$ cat config.mk
export PLATFORM = sky130hd
export DESIGN_NAME = setup_cfg_ctrl
export DESIGN_NICKNAME = d
export VERILOG_FILES = /design/src/rtl/setup_cfg_ctrl_pkg.sv /design/src/rtl/setup_entry_dec.sv /design/src/rtl/setup_cfg_ctrl.sv
export SDC_FILE = /design/constraint.sdc
export NUM_CORES = 2
export LEC_CHECK = 0
export CELL_PAD_IN_SITES_DETAIL_PLACEMENT = 1
export CELL_PAD_IN_SITES_GLOBAL_PLACEMENT = 1
export CORE_MARGIN = 8
export CORE_UTILIZATION = 40
export CTS_BUF_LIST = sky130_fd_sc_hd__clkbuf_16
export DETAILED_ROUTE_END_ITERATION = 12
export GPL_ROUTABILITY_DRIVEN = 1
export HOLD_SLACK_MARGIN = 0.1
export PLACE_DENSITY = 0.76
export SETUP_SLACK_MARGIN = 0.1
export SLEW_MARGIN = 20
export SYNTH_ARGS = -nofsm -noshare
export SYNTH_HDL_FRONTEND = slang
export SYNTH_SLANG_ARGS = --single-unit
$ cat constraint.sdc
create_clock -name clk -period 5.4 [get_ports clk]
set_input_delay 1.08 -clock clk [delete_from_list [all_inputs] [get_ports clk]]
set_output_delay 1.08 -clock clk [all_outputs]
set_load 0.03 [all_outputs]
$ cat src/rtl/setup_cfg_ctrl_pkg.sv
// Shared types and constants for the lock setup controller.
package setup_cfg_ctrl_pkg;

  localparam int unsigned N_DIG  = 20;
  localparam int unsigned DIG_W  = 4;
  localparam int unsigned N_BCD  = 6;
  localparam int unsigned TIME_W = 7;
  localparam int unsigned LEN_W  = 5;

  typedef logic [N_DIG-1:0][DIG_W-1:0] senha_pac_t;
  typedef logic [N_BCD-1:0][DIG_W-1:0] bcd_pac_t;

  typedef struct packed {
    logic              bip_status;
    logic [TIME_W-1:0] bip_time;
    logic [TIME_W-1:0] tranca_aut_time;
    senha_pac_t        senha_master;
  } setup_cfg_t;

  localparam logic [DIG_W-1:0] KEY_EMPTY = 4'hF;
  localparam logic [DIG_W-1:0] KEY_HASH  = 4'hE;

  localparam senha_pac_t SENHA_EMPTY      = '1;
  localparam senha_pac_t SENHA_ABORT      = {{(N_DIG-1){KEY_EMPTY}}, KEY_HASH};
  localparam senha_pac_t SETUP_DEF_MASTER = {{(N_DIG-4){KEY_EMPTY}}, 4'h1, 4'h2, 4'h3, 4'h4};

  localparam logic [DIG_W-1:0] STEP_AUTH   = 4'h1;
  localparam logic [DIG_W-1:0] STEP_BIP_EN = 4'h2;
  localparam logic [DIG_W-1:0] STEP_BIP_T  = 4'h3;
  localparam logic [DIG_W-1:0] STEP_TRC_T  = 4'h4;
  localparam logic [DIG_W-1:0] STEP_MASTER = 4'h5;
  localparam logic [DIG_W-1:0] STEP_USER   = 4'h6;
  localparam logic [DIG_W-1:0] STEP_LOCK   = 4'hE;

  // Split a 0..99 value into its BCD tens / ones digits.
  function automatic logic [DIG_W-1:0] bcd_tens(input logic [TIME_W-1:0] v);
    return DIG_W'(v / TIME_W'(10));
  endfunction

  function automatic logic [DIG_W-1:0] bcd_ones(input logic [TIME_W-1:0] v);
    return DIG_W'(v % TIME_W'(10));
  endfunction

endpackage

$ cat src/rtl/setup_entry_dec.sv
// Classifies a keypad entry: empty, abort, well-formed, decimal, length and 2-digit value.
module setup_entry_dec
  import setup_cfg_ctrl_pkg::*;
(
  input  senha_pac_t        digitos_value,
  output logic              is_empty,
  output logic              is_abort,
  output logic              is_wf,
  output logic              is_dec,
  output logic [LEN_W-1:0]  len,
  output logic [TIME_W-1:0] dec_val
);

  logic seen_f;

  assign is_empty = (digitos_value == SENHA_EMPTY);
  assign is_abort = (digitos_value == SENHA_ABORT);

  // Count typed digits; any digit above a gap of empties makes the entry malformed.
  always_comb begin
    seen_f = 1'b0;
    is_wf  = 1'b1;
    is_dec = 1'b1;
    len    = '0;
    for (int i = 0; i < N_DIG; i++) begin
      if (digitos_value[i] == KEY_EMPTY) begin
        seen_f = 1'b1;
      end else begin
        if (seen_f) is_wf = 1'b0;
        if (digitos_value[i] > 4'd9) is_dec = 1'b0;
        len = len + LEN_W'(1);
      end
    end
  end

  // Decimal value of a one- or two-digit entry.
  always_comb begin
    dec_val = TIME_W'(digitos_value[0]);
    if (len == LEN_W'(2))
      dec_val = TIME_W'(digitos_value[1]) * TIME_W'(10) + TIME_W'(digitos_value[0]);
  end

endmodule

$ cat src/rtl/setup_cfg_ctrl.sv
// Setup controller: master auth, guided edit of a shadow config, atomic commit on SAVE.
module setup_cfg_ctrl
  import setup_cfg_ctrl_pkg::*;
#(
  parameter int unsigned N_USERS     = 4,
  parameter int unsigned PW_MIN_LEN  = 4,
  parameter int unsigned T_MIN       = 5,
  parameter int unsigned T_MAX       = 60,
  parameter int unsigned T_DEF       = 5,
  parameter int unsigned MAX_TRIES   = 3,
  parameter int unsigned TIMEOUT_CYC = 30000,
  parameter int unsigned LOCK_CYC    = 60000
) (
  input  logic                     clk,
  input  logic                     rst,
  input  logic                     setup_on,
  input  senha_pac_t               digitos_value,
  input  logic                     digitos_valid,
  output logic                     display_en,
  output bcd_pac_t                 bcd_pac,
  output setup_cfg_t               data_setup_new,
  output senha_pac_t [N_USERS-1:0] senha_user_new,
  output logic                     data_setup_ok,
  output logic                     setup_err,
  output logic                     setup_locked
);

  localparam int unsigned IDX_W   = (N_USERS > 1) ? $clog2(N_USERS) : 1;
  localparam int unsigned TRY_W   = $clog2(MAX_TRIES + 1);
  localparam int unsigned TMR_MAX = (TIMEOUT_CYC > LOCK_CYC) ? TIMEOUT_CYC : LOCK_CYC;
  localparam int unsigned TMR_W   = $clog2(TMR_MAX + 1);

  typedef senha_pac_t [N_USERS-1:0] users_t;

  localparam setup_cfg_t CFG_DEF = '{
    bip_status:      1'b1,
    bip_time:        TIME_W'(T_DEF),
    tranca_aut_time: TIME_W'(T_DEF),
    senha_master:    SETUP_DEF_MASTER
  };
  localparam users_t USERS_DEF = '1;

  typedef enum logic [3:0] {
    ST_IDLE, ST_AUTH, ST_LOCKOUT, ST_BIP_EN, ST_BIP_T, ST_TRC_T, ST_MASTER, ST_USER, ST_SAVE
  } state_t;

  state_t            state_q, state_nx;
  setup_cfg_t        cfg_q, cfg_nx, sh_q, sh_nx;
  users_t            users_q, users_nx, sh_users_q, sh_users_nx;
  logic [IDX_W-1:0]  idx_q, idx_nx;
  logic [TRY_W-1:0]  tries_q, tries_nx;
  logic [TMR_W-1:0]  timer_q, timer_nx;
  logic              ok_q, ok_nx, err_q, err_nx, locked_q, locked_nx;
  logic              disp_en_q, disp_en_nx;
  bcd_pac_t          bcd_q, bcd_nx;
  logic              discard;

  logic              is_empty, is_abort, is_wf, is_dec;
  logic [LEN_W-1:0]  len;
  logic [TIME_W-1:0] dec_val;
  logic              time_ok, pw_ok;

  setup_entry_dec u_dec (
    .digitos_value (digitos_value),
    .is_empty      (is_empty),
    .is_abort      (is_abort),
    .is_wf         (is_wf),
    .is_dec        (is_dec),
    .len           (len),
    .dec_val       (dec_val)
  );

  assign time_ok = is_wf && is_dec && (len >= LEN_W'(1)) && (len <= LEN_W'(2));
  assign pw_ok   = is_wf && (len >= LEN_W'(PW_MIN_LEN));

  // Out-of-range times fall back to the default.
  function automatic logic [TIME_W-1:0] clamp_time(input logic [TIME_W-1:0] v);
    if ((v >= TIME_W'(T_MIN)) && (v <= TIME_W'(T_MAX))) return v;
    return TIME_W'(T_DEF);
  endfunction

  // Next state, shadow/committed updates, pulses and shared timer.
  always_comb begin
    state_nx    = state_q;
    cfg_nx      = cfg_q;
    users_nx    = users_q;
    sh_nx       = sh_q;
    sh_users_nx = sh_users_q;
    idx_nx      = idx_q;
    tries_nx    = tries_q;
    ok_nx       = 1'b0;
    err_nx      = 1'b0;
    discard     = 1'b0;
    unique case (state_q)
      ST_IDLE: begin
        if (setup_on) begin
          state_nx    = ST_AUTH;
          sh_nx       = cfg_q;
          sh_users_nx = users_q;
          idx_nx      = '0;
        end
      end
      ST_LOCKOUT: begin
        if (timer_q >= TMR_W'(LOCK_CYC - 1)) begin
          state_nx = ST_IDLE;
          tries_nx = '0;
        end
      end
      ST_SAVE: begin
        cfg_nx   = sh_q;
        users_nx = sh_users_q;
        ok_nx    = 1'b1;
        state_nx = ST_IDLE;
      end
      default: begin
        if (!setup_on || (digitos_valid && is_abort) || (timer_q >= TMR_W'(TIMEOUT_CYC - 1))) begin
          discard = 1'b1;
        end else if (digitos_valid) begin
          unique case (state_q)
            ST_AUTH: begin
              if (!is_empty && (digitos_value == cfg_q.senha_master)) begin
                state_nx = ST_BIP_EN;
                tries_nx = '0;
              end else begin
                err_nx   = 1'b1;
                tries_nx = tries_q + TRY_W'(1);
                if (tries_q >= TRY_W'(MAX_TRIES - 1)) state_nx = ST_LOCKOUT;
              end
            end
            ST_BIP_EN: begin
              if (is_empty) begin
                state_nx = ST_BIP_T;
              end else if (time_ok && (len == LEN_W'(1)) && (dec_val <= TIME_W'(1))) begin
                sh_nx.bip_status = dec_val[0];
                state_nx         = ST_BIP_T;
              end else begin
                err_nx = 1'b1;
              end
            end
            ST_BIP_T: begin
              if (is_empty) begin
                state_nx = ST_TRC_T;
              end else if (time_ok) begin
                sh_nx.bip_time = clamp_time(dec_val);
                state_nx       = ST_TRC_T;
              end else begin
                err_nx = 1'b1;
              end
            end
            ST_TRC_T: begin
              if (is_empty) begin
                state_nx = ST_MASTER;
              end else if (time_ok) begin
                sh_nx.tranca_aut_time = clamp_time(dec_val);
                state_nx              = ST_MASTER;
              end else begin
                err_nx = 1'b1;
              end
            end
            ST_MASTER: begin
              if (is_empty || pw_ok) begin
                if (!is_empty) sh_nx.senha_master = digitos_value;
                state_nx = ST_USER;
                idx_nx   = '0;
              end else begin
                err_nx = 1'b1;
              end
            end
            ST_USER: begin
              if (is_empty || pw_ok) begin
                if (!is_empty) sh_users_nx[idx_q] = digitos_value;
                if (idx_q == IDX_W'(N_USERS - 1)) state_nx = ST_SAVE;
                else                              idx_nx   = idx_q + IDX_W'(1);
              end else begin
                err_nx = 1'b1;
              end
            end
            default: ;
          endcase
        end
      end
    endcase

    if (discard) begin
      state_nx    = ST_IDLE;
      sh_nx       = cfg_q;
      sh_users_nx = users_q;
      idx_nx      = '0;
    end

    // Idle timer restarts on any step change or accepted entry; lockout ignores entries.
    if ((state_nx != state_q) || (idx_nx != idx_q) || (state_q == ST_IDLE))
      timer_nx = '0;
    else if (digitos_valid && (state_q != ST_LOCKOUT))
      timer_nx = '0;
    else
      timer_nx = timer_q + TMR_W'(1);
  end

  // Display image for the upcoming state, registered with it.
  always_comb begin
    bcd_nx     = '1;
    disp_en_nx = (state_nx != ST_IDLE);
    locked_nx  = (state_nx == ST_LOCKOUT);
    unique case (state_nx)
      ST_AUTH:    bcd_nx[5] = STEP_AUTH;
      ST_LOCKOUT: bcd_nx[5] = STEP_LOCK;
      ST_BIP_EN: begin
        bcd_nx[5] = STEP_BIP_EN;
        bcd_nx[0] = DIG_W'(sh_nx.bip_status);
      end
      ST_BIP_T: begin
        bcd_nx[5] = STEP_BIP_T;
        bcd_nx[1] = bcd_tens(sh_nx.bip_time);
        bcd_nx[0] = bcd_ones(sh_nx.bip_time);
      end
      ST_TRC_T: begin
        bcd_nx[5] = STEP_TRC_T;
        bcd_nx[1] = bcd_tens(sh_nx.tranca_aut_time);
        bcd_nx[0] = bcd_ones(sh_nx.tranca_aut_time);
      end
      ST_MASTER:  bcd_nx[5] = STEP_MASTER;
      ST_USER: begin
        bcd_nx[5] = STEP_USER;
        bcd_nx[4] = DIG_W'(idx_nx) + DIG_W'(1);
      end
      default: ;
    endcase
  end

  // All state and outputs.
  always_ff @(posedge clk or negedge rst) begin
    if (!rst) begin
      state_q    <= ST_IDLE;
      cfg_q      <= CFG_DEF;
      users_q    <= USERS_DEF;
      sh_q       <= CFG_DEF;
      sh_users_q <= USERS_DEF;
      idx_q      <= '0;
      tries_q    <= '0;
      timer_q    <= '0;
      ok_q       <= 1'b0;
      err_q      <= 1'b0;
      locked_q   <= 1'b0;
      disp_en_q  <= 1'b0;
      bcd_q      <= '1;
    end else begin
      state_q    <= state_nx;
      cfg_q      <= cfg_nx;
      users_q    <= users_nx;
      sh_q       <= sh_nx;
      sh_users_q <= sh_users_nx;
      idx_q      <= idx_nx;
      tries_q    <= tries_nx;
      timer_q    <= timer_nx;
      ok_q       <= ok_nx;
      err_q      <= err_nx;
      locked_q   <= locked_nx;
      disp_en_q  <= disp_en_nx;
      bcd_q      <= bcd_nx;
    end
  end

  assign display_en     = disp_en_q;
  assign bcd_pac        = bcd_q;
  assign data_setup_new = cfg_q;
  assign senha_user_new = users_q;
  assign data_setup_ok  = ok_q;
  assign setup_err      = err_q;
  assign setup_locked   = locked_q;

endmodule

==> out/qor.tcl <==
set qor(cellInternalPower_mw) 24.6
set qor(crit_top_cell) {ha_1}
set qor(grt_util_met1) 0.389
set qor(worst_setup_timing_slack_at_the_placement_stage_ns) -8.02
set qor(drt_pre_antenna_iters) 5
set qor(postRouteAntennaNets) 0
set qor(timing.slew.headroom) 0.303
set qor(cts-root-to-sink-buffers) 3
set qor(vias_per_cell) 5.91
set qor(finalHoldViolCount) 0
set qor(final_routed_drc_violation_total) 0
set qor(finalCritPeriodShare) 2.29
set qor(io_buffers) 518
set qor(required_ns) 6.01
set qor(power.density_cell_area_nw_per_um2) 687
set qor(path_delay_family) {compound AO/OA/AOI/OAI gates}
set qor(comb_power_share) 0.585
set qor(vias) 37300
set qor(power.switching_mw) 16.4
set qor(finish.net_count) 4952
set qor(fin_worst_skew_ns) 0.0347
set qor(io_pins) 527
set qor(holdBufCountCts) 0
set qor(initial_core_util) 0.404
set qor(grt-busiest-layer) {met2}
set qor(timing.setup.critical_path_class) {input pin to register}
set qor(clock_insertion_delay_worst_skew_ns) 0.70
set qor(finalWeightedCongestion) 0.918
set qor(global_route_wire_length_before_repair_um) 267000
set qor(grt_start_max_net_pins) 146
set qor(antenna_found_initial) 21
set qor(fp.coreArea_um2) 103000
set qor(power_frac_seq) 0.255
set qor(place_hpwl_um) 122000
set qor(fin_cells) 6307
set qor(critical_path.endpoint_type) {register}
set qor(grt.total_usage) 0.301
set qor(synthToLayoutAreaGrowth_pct) 42.9
set qor(postLayoutSetupSlackWorst_ns) -6.94
set qor(hold_path_cells) 1
set qor(rrSetupSlack_ns) -0.83
set qor(result_of_the_run) {complete, but fails checks}
set qor(critPathLaunchType) {input pin}
set qor(yosys_register_bits) 874
set qor(syn-instance-count) 3803
set qor(synthesis.area_per_instance_um2) 11.0
set qor(routed_wire_length_per_instance_um) 29.5
set qor(arrival_ns) 12.95
set qor(min-delay-start) {tries_q[0]$_DFFE_PN0P_}
set qor(timing.rr.end) {bcd_pac[2]$_DFF_PN1_}
set qor(cts_inserted_buffers) 95
set qor(cts.clk_slew.worst_paths_ns) 0.06
set qor(post_synth_num_cell_types) 94
set qor(synth.yosys.seq_area_share) 0.548
set qor(die_w_um) 339
set qor(achievable-frequency_ghz) 0.0810
set qor(worstHoldPathType) {register to register}
set qor(post-route-min-period_ns) 12.34
set qor(ir_drop_mv) 1.17
set qor(slowest_stage) {a2111o_2}
set qor(area_of_the_die_um2) 115000
set qor(cts_tree) {yes}
set qor(maximum_capacitance_violations) 0
set qor(multi_input_comb_area_um2) 18900
set qor(layout.area.seq_um2) 22900
set qor(area_of_the_mapped_netlist_um2) 41800
set qor(cts.sink_count) 874
set qor(layout.filler_cells) 10600
set qor(htree_levels) 3
set qor(detail_route.wirelength_um) 186000
set qor(drv_slew) 0
set qor(first_iteration_detailed_routing_drc_count) 3080
set qor(failed_checks) {negative setup slack}
set qor(holdPathEnd) {tries_q[0]$_DFFE_PN0P_}
set qor(critical_path_depth) 63
set qor(global_route.overflow_total) 0
set qor(r2r_startpoint) {data_setup_new[36]$_DFFE_PN1P_}
set qor(placement_rows) 118
set qor(setup_violating_endpoint_count_in_the_final_report) 456
set qor(tightestPinTransition_ns) 1.05
set qor(ratio_of_cells_with_drive_above_1_in_the_final_layout) 0.492
set qor(groute.layer.met2.usage) 0.480
set qor(crit_buf_inv) 9
set qor(holdWs_ns) 0.500
set qor(dieHeight_um) 339
set qor(max_stage_delay_ns) 0.56
set qor(clock_power_share) 0.161
set qor(grt_setup_unrepaired) {true}
set qor(fin_setup_tns_ns) -2457.25
set qor(grt_pass1_vias) 39700
set qor(placedCellCount) 6004
set qor(proportion_of_synthesized_flip_flops_having_asynchronous_set_or_reset) 1.00
set qor(finalCoreUtilization) 0.577
set qor(timing.critical_path.fanout_max) 7
set qor(power_leakage_nw) 24.1
set qor(cts.root.buffer_cell) {clkbuf_16}
set qor(groute.layer.met3.usage) 0.0776
set qor(synthFlopType) {dfstp_2}
set qor(yosysWarningCount) 0
set qor(worstRegToRegCells) 25
set qor(synth_edf_count) 0
set qor(p_sw_frac) 0.401
cell usage in the layout (no fill, tap or decap), types with 9 or more instances in the layout:
cell and count:
and2_1 10, mux2i_1 13, a21oi_4 16, a211oi_1 9, clkinv_2 16, o21ai_0 45
dfstp_2 804, xor2_1 76, and4_1 15, a21o_1 16, clkbuf_16 110, nor2_1 454
nand4_1 38, nor4_1 26, a21oi_2 116, nand2_1 79, diode_2 9, ha_1 21
nand3_1 44, a22oi_1 89, xnor2_1 81, a31oi_1 18, bufinv_16 9, dfrtp_1 70
nor3_1 22, a21oi_1 327, inv_1 49, clkinv_1 27, o211ai_1 12, nor2_2 39
buf_16 33, clkdlybuf4s50_1 503, buf_4 580, buf_12 78, mux2_2 419, o22ai_1 325
buf_6 38, o21ai_1 10, or3_1 10, nand2b_1 15
cells in the mapped netlist (7+ instances only):
master | instances | area (um2)
a21oi_1 | 457 | 2290
o211ai_1 | 12 | 90.1
inv_1 | 31 | 116
mux2i_1 | 16 | 160
nand4_1 | 38 | 238
xor2_1 | 77 | 674
nand2b_1 | 19 | 119
or3_1 | 11 | 68.8
a221oi_1 | 7 | 61.3
dfrtp_1 | 70 | 1750
nor3_1 | 26 | 130
and2_1 | 14 | 87.6
a21o_1 | 16 | 120
and4_1 | 17 | 149
clkbuf_1 | 294 | 1100
o22ai_1 | 326 | 2040
and3_1 | 8 | 50.1
nor2_1 | 501 | 1880
nand3_1 | 46 | 230
o21ai_0 | 59 | 295
nor4_1 | 27 | 169
ha_1 | 29 | 363
o31ai_1 | 7 | 52.6
dfstp_2 | 804 | 21100
buf_2 | 16 | 80.1
a31oi_1 | 20 | 125
or4_1 | 7 | 52.6
nand2_1 | 90 | 338
buf_4 | 18 | 135
a211o_1 | 7 | 61.3
mux2_2 | 421 | 4740
a22oi_1 | 92 | 691
xnor2_1 | 90 | 788
a211oi_1 | 10 | 75.1
stage by stage:
stage                     total power [mW]  instance area, um2
after global routing                  42.9               59700
after CTS                             38.6               58500
final                                 41.0               59700
after detailed placement              28.4               53400
after global placement                27.6               53400
after floorplan                       21.4               42700
power by group through the flow:
stage                     Combinational [mW]  Clock [mW]  Sequential, mW
after floorplan                         11.3           0            10.1
after global placement                  17.4           0            10.2
after detailed placement                18.1           0            10.4
after CTS                               21.7        6.64            10.3
after global routing                    25.4        6.91            10.6
final                                   24.0        6.58            10.4
what timing repair did:
| item | in CTS | in global routing |
|---|---|---|
| setup buffers | 52 | 26 |
| endpoints found under the setup margin | 456 | 456 |
| gates cloned | 29 | 13 |
| endpoints found under the hold margin | 0 | 0 |
| gates resized for setup | 218 | 168 |
| pin swaps | 85 | 72 |
flip-flops by register name, indices dropped and copies added (netlist names), 4 cells and up:
name            flops
sh_users_q        320
state_q             4
data_setup_new     95
bcd_pac            16
timer_q            16
senha_user_new    320
sh_q               95
worst max path at each step:
| stage | startpoint | endpoint | slack (ns) |
|---|---|---|---|
| after floorplan | digitos_value[1] | bcd_pac[2]$_DFF_PN1_ | -6.77 |
| after global placement | digitos_value[1] | bcd_pac[2]$_DFF_PN1_ | -7.65 |
| after detailed placement | digitos_value[0] | bcd_pac[2]$_DFF_PN1_ | -8.02 |
| after CTS | digitos_value[1] | bcd_pac[2]$_DFF_PN1_ | -6.70 |
| after global routing | digitos_value[5] | bcd_pac[1]$_DFF_PN1_ | -7.33 |
| final | digitos_value[0] | bcd_pac[2]$_DFF_PN1_ | -6.94 |
routing by layer:
metal / up-vias / routed length [um]
met5: - / 58
met4: 8 / 8790
met3: 419 / 14900
met2: 1529 / 86600
met1: 19500 / 75800
li1: 15800 / -
cells by family (layout without fill, tap and decap cells):
| group | count (synthesis) | count (layout) | synth area share |
|---|---|---|---|
| xor gates and xnor gates | 186 | 186 | 0.0450 |
| DFF | 874 | 874 | 0.548 |
| AOI/OAI and AO/OA | 1061 | 1061 | 0.152 |
| adders and majority gates | 32 | 32 | 0.00988 |
| buffers and inverters | 368 | 1476 | 0.0355 |
| muxes | 442 | 442 | 0.119 |
| other | 1 | 17 | 0.0000898 |
| and+or+nand+nor | 839 | 839 | 0.0912 |
worst register-to-register path: stages, from the launching register on:
cell and delay [ns]:
dfstp_2 0.55, xor2_1 0.14, nor4_1 0.56, buf_4 0.23
nand4_1 0.11, nor3_1 0.23, buf_4 0.16, nand3_1 0.06
buf_4 0.17, nor2_1 0.39, nor2b_1 0.10, o21ai_0 0.36
a21oi_1 0.08, a21bo_2 0.23, o31ai_4 0.08, a2111o_2 0.61
mux2_4 0.39, xnor2_4 0.16, o21ai_2 0.18, a2bb2oi_2 0.11
ha_4 0.19, a32oi_2 0.22, o2111ai_2 0.16, a32oi_2 0.26
mux2_4 0.34, a21oi_2 0.11
final cells by class:
| class | count | share of cell area |
|---|---|---|
| Sequential cell | 874 | 0.383 |
| Multi-Input combinational cell | 2568 | 0.317 |
| Timing Repair Buffer | 1266 | 0.217 |
| Clock buffer | 98 | 0.0411 |
| Tap cell | 1380 | 0.0289 |
| Clock inverter | 80 | 0.0107 |
| Inverter | 32 | 0.00205 |
| Antenna cell | 9 | 0.000377 |
Note: power is estimated with default switching activity, not from simulation.
